==> config.mk <==
export PLATFORM = sky130hd
export DESIGN_NAME = mac_frame_acc
export DESIGN_NICKNAME = d
export VERILOG_FILES = /design/src/rtl/mac_frame_acc.sv
export SDC_FILE = /design/constraint.sdc
export NUM_CORES = 1
export LEC_CHECK = 0
export CAP_MARGIN = 40
export CORE_AREA = 10 10 201 392
export DETAILED_ROUTE_END_ITERATION = 8
export DIE_AREA = 0 0 211 402
export DONT_BUFFER_PORTS = 1
export PLACE_DENSITY = 0.44
export SYNTH_ARGS = -nofsm -noshare
export SYNTH_HDL_FRONTEND = slang
export SYNTH_SLANG_ARGS = --single-unit
==> constraint.sdc <==
create_clock -name clk -period 8.7 [get_ports clk]
set_clock_uncertainty 0.05 [all_clocks]
set_input_delay 1.74 -clock clk [delete_from_list [all_inputs] [get_ports clk]]
set_output_delay 1.74 -clock clk [all_outputs]
set_load 0.05 [all_outputs]
==> src/rtl/mac_frame_acc.sv <==
// mac_frame_acc: four-stage multi-lane multiply-accumulate over frames.
// Each accepted beat contributes the sum of LANES signed products a[i]*b[i].
// Beats are summed until an eof beat, then the frame total, its beat count and
// a sticky overflow flag are presented on a valid/ready output.
// Ports:
//   clk, reset_n          clock, asynchronous active-low reset
//   in_valid/in_ready     input beat handshake (in_ready = global advance)
//   a, b                  packed signed lane operands
//   eof                   accepted beat is the last of its frame
//   out_valid/out_ready   frame result handshake
//   result                signed frame sum (saturated or wrapped)
//   frame_len             beats in the reported frame (saturating)
//   overflow              accumulator overflowed during the reported frame
module mac_frame_acc #(
   parameter int unsigned LANES     = 4,
   parameter int unsigned A_WIDTH   = 8,
   parameter int unsigned B_WIDTH   = 8,
   parameter int unsigned OUT_WIDTH = 20,
   parameter int unsigned SATURATE  = 1,
   parameter int unsigned LEN_WIDTH = 16
) (
   input  logic                         clk,
   input  logic                         reset_n,
   input  logic                         in_valid,
   output logic                         in_ready,
   input  logic [LANES*A_WIDTH-1:0]     a,
   input  logic [LANES*B_WIDTH-1:0]     b,
   input  logic                         eof,
   output logic                         out_valid,
   input  logic                         out_ready,
   output logic signed [OUT_WIDTH-1:0]  result,
   output logic [LEN_WIDTH-1:0]         frame_len,
   output logic                         overflow
);

   localparam int unsigned PW = A_WIDTH + B_WIDTH;
   localparam int unsigned SW = PW + $clog2(LANES);
   localparam int unsigned EW = OUT_WIDTH + 1;
   localparam logic signed [OUT_WIDTH-1:0] ACC_MAX = {1'b0, {(OUT_WIDTH-1){1'b1}}};
   localparam logic signed [OUT_WIDTH-1:0] ACC_MIN = {1'b1, {(OUT_WIDTH-1){1'b0}}};

   // Accumulator must hold at least one full beat sum without loss.
   if (OUT_WIDTH < SW) begin : g_width_check
      $error("mac_frame_acc: OUT_WIDTH too small for A_WIDTH+B_WIDTH+clog2(LANES)");
   end

   logic advance;
   assign advance  = !(out_valid && !out_ready);
   assign in_ready = advance;

   // S0: input register
   logic                     v0, e0;
   logic [LANES*A_WIDTH-1:0] a0;
   logic [LANES*B_WIDTH-1:0] b0;

   always_ff @(posedge clk or negedge reset_n) begin
      if (!reset_n) begin
         v0 <= 1'b0;
         e0 <= 1'b0;
         a0 <= '0;
         b0 <= '0;
      end else if (advance) begin
         v0 <= in_valid;
         e0 <= in_valid && eof;
         a0 <= a;
         b0 <= b;
      end
   end

   // S1: full-width signed per-lane products
   logic                 v1, e1;
   logic signed [PW-1:0] p_c [LANES];
   logic signed [PW-1:0] p1  [LANES];

   always_comb begin
      for (int i = 0; i < int'(LANES); i++) begin
         p_c[i] = PW'($signed(a0[i*A_WIDTH +: A_WIDTH])) * PW'($signed(b0[i*B_WIDTH +: B_WIDTH]));
      end
   end

   always_ff @(posedge clk or negedge reset_n) begin
      if (!reset_n) begin
         v1 <= 1'b0;
         e1 <= 1'b0;
         for (int i = 0; i < int'(LANES); i++) p1[i] <= '0;
      end else if (advance) begin
         v1 <= v0;
         e1 <= e0;
         for (int i = 0; i < int'(LANES); i++) p1[i] <= p_c[i];
      end
   end

   // S2: sign-extended sum of all lanes
   logic                 v2, e2;
   logic signed [SW-1:0] sum_c, s2;

   always_comb begin
      sum_c = '0;
      for (int i = 0; i < int'(LANES); i++) sum_c = sum_c + SW'(p1[i]);
   end

   always_ff @(posedge clk or negedge reset_n) begin
      if (!reset_n) begin
         v2 <= 1'b0;
         e2 <= 1'b0;
         s2 <= '0;
      end else if (advance) begin
         v2 <= v1;
         e2 <= e1;
         s2 <= sum_c;
      end
   end

   // S3: frame accumulation; 'first' marks that the next valid beat opens a frame
   logic signed [OUT_WIDTH-1:0] acc, acc_c;
   logic [LEN_WIDTH-1:0]        cnt, cnt_c;
   logic                        flag, flag_c, first;
   logic signed [EW-1:0]        ext_c;
   logic                        ovf_c;

   always_comb begin
      ext_c  = EW'(acc) + EW'(s2);
      ovf_c  = ext_c[EW-1] != ext_c[EW-2];
      acc_c  = ext_c[OUT_WIDTH-1:0];
      cnt_c  = (&cnt) ? cnt : cnt + LEN_WIDTH'(1);
      flag_c = flag || ovf_c;
      if (first) begin
         acc_c  = OUT_WIDTH'(s2);
         cnt_c  = LEN_WIDTH'(1);
         flag_c = 1'b0;
      end else if (ovf_c && (SATURATE != 0)) begin
         acc_c = ext_c[EW-1] ? ACC_MIN : ACC_MAX;
      end
   end

   always_ff @(posedge clk or negedge reset_n) begin
      if (!reset_n) begin
         acc       <= '0;
         cnt       <= '0;
         flag      <= 1'b0;
         first     <= 1'b1;
         out_valid <= 1'b0;
         result    <= '0;
         frame_len <= '0;
         overflow  <= 1'b0;
      end else begin
         if (advance && v2) begin
            acc   <= acc_c;
            cnt   <= cnt_c;
            flag  <= flag_c;
            first <= e2;
         end
         // A new result may replace the one being taken on the same edge.
         if (advance && v2 && e2) begin
            result    <= acc_c;
            frame_len <= cnt_c;
            overflow  <= flag_c;
            out_valid <= 1'b1;
         end else if (out_valid && out_ready) begin
            out_valid <= 1'b0;
         end
      end
   end

endmodule

# Yosys cells after proc, flatten, opt, wreduce, memory -nomap -nowiden
# Index checks and enable logic that the tools add are counted.
dict set report op_classes {
  reduce_logical 10
  eq_ne 1
  mul 4
  add_sub_neg 5
  n_mux 8
}
# cell count
set ops {}
lappend ops {{multiplier 8 x 8 -> 16 bit} 4}
lappend ops {{two-way mux 20 bit} 3}
lappend ops {{two-way mux 16 bit} 2}
lappend ops {{adder 20 x 18 -> 21 bit} 1}
lappend ops {{adder 17 x 16 -> 18 bit} 1}
lappend ops {{adder 18 x 16 -> 18 bit} 1}
lappend ops {{adder 16 x 16 -> 17 bit} 1}
lappend ops {{adder 16 x 1 -> 16 bit (second input constant)} 1}
lappend ops {{AND reduction 16 bit} 1}
lappend ops {{logical AND 1 bit} 5}
lappend ops {{two-way mux 1 bit} 3}
lappend ops {{logical NOT 1 bit} 2}
lappend ops {{nonzero test 2 bit} 1}
lappend ops {{logical OR 1 bit} 1}
lappend ops {{inequality test 1 bit} 1}
dict set report word_totals {
  wordCells 49
  output_inout_bits 39
  register_bits 228
}

# Depth between registers and ports, before layout
dict set report logic_depth {
  word_depth 6
  ltp_mapped 19
  ltp_nobuf 18
}

# Worst setup path after synthesis
# OpenSTA, ideal clock, no wires.
dict set report synth_timing {
  path_type {input port to output port}
  startpoint {input out_ready}
  endpoint {output in_ready}
  t_arrival_ps 3040
  stages 5
  path_slack_ps 3870
  path_cell_list {nor2b_1 > inv_1 > clkbuf_1 > clkbuf_1 > clkbuf_1}
}
dict set report synth_via {
  elab_chain_cells 3
}
# item line_no
set synth_rtl {}
lappend synth_rtl {{start, declared} 30} ;# input logic out_ready,
lappend synth_rtl {{logical NOT 1 bit} 48} ;# assign advance = !(out_valid && !out_ready);
lappend synth_rtl {{logical AND 1 bit} 48}
lappend synth_rtl {{logical NOT 1 bit} 48}
lappend synth_rtl {{end, declared} 25} ;# output logic in_ready,
# Every way passes these cells.

# Worst setup path in the final report
# Same ends and word-level chain as after synthesis.

==> key figures <==
STA
  • Final setup vio count: 0
  • Final slew viol count: 0
  • Worst slew margin: 40.8%
  • RSZ-0062 raised after global routing: false
  • Final setup TNS: 0 ns
  • Worst-Margin Slew: 0.885 ns
  • Hold Fails Final Rpt: 0
  • FMAX: 0.189 GHz
  • Tmin final: 5.28 ns
  • Period utilisation layout: 60.7%

Clock network
  • Post-CTS setup repair buffer count: 0
  • Clk_lat worst skew: 0.60 ns
  • Clock sink count: 228
  • CTS tree: yes
  • TritonCTS Buffers: 27
  • Post-CTS resize count: 0
  • H-tree Lvls: 1
  • Clk root buf: clkbuf_16
  • CTS Hold Bufs: 0
  • Clock Path Buffers: 3
  • Clock transition at path regs: 0.06 ns

Final layout
  • Final std cells w/o fill: 3266
  • Final #Nets: 2798
  • Commonest non-fill, non-tap cell in the layout: nand2_1
  • Layout cell share with drive strength beyond 1: 3.89%
  • Fillers: 7686
  • Area of the multi-input gates: 14200 um2
  • Commonest cells after routing, fill and taps aside: nand2_1, inv_1, fa_1, dfrtp_1, and2_1
  • Sequential cell area: 5710 um2
  • Core Util, Final: 32.2%
  • Layout area overhead: 8.60%

Synth
  • Yosys top cell area share: 26.4%
  • Multiplexer share of the synthesized area: 0.302%
  • Simple-gate share of the synthesized area: 18.9%
  • Synth cell types: 69
  • Post-synth net total: 2838
  • Leading area contributor after synthesis: dfrtp_1
  • Syn Std Cell Area: 21500 um2
  • Post-Synth Adder-Cell Area: 32.6%
  • Syn_area_per_cell: 9.11 um2
  • Largest family of logic cells by synthesized area: adder cells
  • Compound-Gate Fraction of Synth Area: 10.7%
  • Synth area leaders: dfrtp_1, fa_1, ha_1
  • Seq/Total Area, Yosys: 26.5%
  • Commonest register cell after synthesis: dfrtp_1
  • Register bit total from synthesis: 228
  • Post-Synth XOR/XNOR Area: 3.38%
  • Yosys warns: 0
  • Post-Syn Instances: 2361
  • Ys async rst share: 100%
  • Number of synthesized flops with an enable pin: 0

Global route
  • First-pass GRT wire length: 90800 um
  • Vias in the first global route: 16.8k
  • Antenna violations before repair: 5
  • Largest net degree at the start of global routing: 229
  • GR Overflow Total: 0
  • GRT Util Overall: 13.3%

Setup path
  • Crit-path cells: nor2b_4 > buf_4 > inv_6 > buf_4
  • Most Frequent Cell on Critical Path: buf_4
  • Crit. path cell count: 4
  • Worst endpoint required time: 6.91 ns
  • Critical path buffers and inverters: 3
  • Slowest CP cell: buf_4
  • Critical Path End Type: output port
  • CP peak stage delay: 0.69 ns
  • Critical path class: in -> out
  • Reg2reg path depth: 17
  • CP top delay family: buffers and inverters
  • Critical Path AT: 3.49 ns
  • RR Endpoint: p1[30]
  • Worst setup SP type: input pin
  • Flop2flop setup slack: 3.98 ns
  • R2r startpoint: b0[18]
  • Worst Path Max Fanout: 117

Routing
  • Vias: 15.4k
  • Count of antenna-violating nets left after detailed routing: 0
  • Post-route DRC: 0
  • Iteration-0 DRC Markers: 488
  • Routed vias/inst: 4.72
  • Total wire length: 55200 um
  • Drt first pass iters: 5
  • WL/cell: 16.9 um

Flow run
  • Max cap viols: 0

Worst hold path
  • WHS Path Cells: 2
  • Hold Path Origin: v1
  • Worst Hold Class: reg -> reg
  • Hold Path End: v1

Die
  • Initial Util: 29.7%
  • Die ar.: 84800 um2
  • Core footprint: 72500 um2
  • Boundary Pins: 108
  • Die width: 211 um
  • Die height: 402 um
  • Row count: 140

Placement
  • Placer Congestion: 0.810
  • Port Buffer Count: 0
  • Hpwl dp: 43600 um
  • Placed cells: 3215

Status
  • Status: complete, no violations
## tightest hold or removal path, delay by kind of cell, from the launching register on
kind | cells | cell delay (ns)
flops | 1 | 0.35
simple gates | 2 | 0.10
## registers in the layout, summed over array words and instances (netlist names)
| signal | flops |
|---|---|
| a0 | 32 |
| frame_len | 16 |
| v2 | 1 |
| v1 | 1 |
| flag | 1 |
| e2 | 1 |
| p1 | 64 |
| e0 | 1 |
| first | 1 |
| v0 | 1 |
| cnt | 16 |
| out_valid | 1 |
| b0 | 32 |
| e1 | 1 |
| acc | 20 |
| result | 20 |
| s2 | 18 |
| overflow | 1 |
## synth_stat cells (12+ instances only)
cell        n
inv_1     346
a211oi_2   13
a21o_1     18
fa_1      254
ha_1      154
nand2_1   457
a31oi_1    18
xnor2_1    58
nand3_1    28
o21a_1     24
nor3_1     24
nor2b_1    37
xor2_1     25
o31ai_1    54
dfrtp_1   227
a21oi_1    96
clkbuf_1   64
and2_1    170
nor2_1     87
o21ai_0    57
a211oi_1   12
## kinds of logic (layout without fill, tap and decap cells)
family,count (synthesis),after routing
AO/OA/AOI/OAI,342,342
XOR/XNOR,83,83
adder cells (fa/ha/maj),408,408
buffers and inverters,426,406
flip-flops,228,228
multiplexers,6,6
other,0,2
AND/OR/NAND/NOR,868,868
## how the worst max path moves through the flow
stage | from | to | slack [ns]
finish | out_ready | in_ready | 3.42
global route | out_ready | in_ready | 3.28
CTS | out_ready | in_ready | 3.39
detailed placement | out_ready | in_ready | 3.39
global placement | out_ready | in_ready | 3.44
floorplan | out_ready | in_ready | 3.87
## cell type report
type / count / share of cell area (%)
Multi-Input combinational cell: 1707 / 60.7
Clock inverter: 13 / 0.707
Timing Repair Buffer: 10 / 0.391
Clock buffer: 36 / 3.21
Inverter: 347 / 5.60
Antenna cell: 2 / 0.0214
Sequential cell: 228 / 24.4
Tap cell: 923 / 4.94
## stage by stage
| stage | hold WS (ns) | setup WS (ns) | instance area, um2 |
|---|---|---|---|
| detailed placement | 0.415 | 3.39 | 22400 |
| CTS | 0.432 | 3.39 | 23400 |
| floorplan | 0.389 | 3.87 | 21500 |
| finish | 0.426 | 3.42 | 23400 |
| global placement | 0.405 | 3.44 | 22400 |
| global route | 0.455 | 3.28 | 23400 |
## layer usage
| metal | track usage [%] | part of all wire, % | vias up |
|---|---|---|---|
| met3 | 1.82 | 3.9 | 63 |
| met1 | 14.4 | 38 | 7680 |
| met2 | 25.8 | 56 | 214 |
| li1 | - | - | 7447 |
| met4 | 4.01 | 2.3 | 6 |
| met5 | 0 | 0.074 | - |
Power is left out: the tool's default activity adds up to more than one toggle a clock period on the data nets, which glitch-free logic cannot reach.
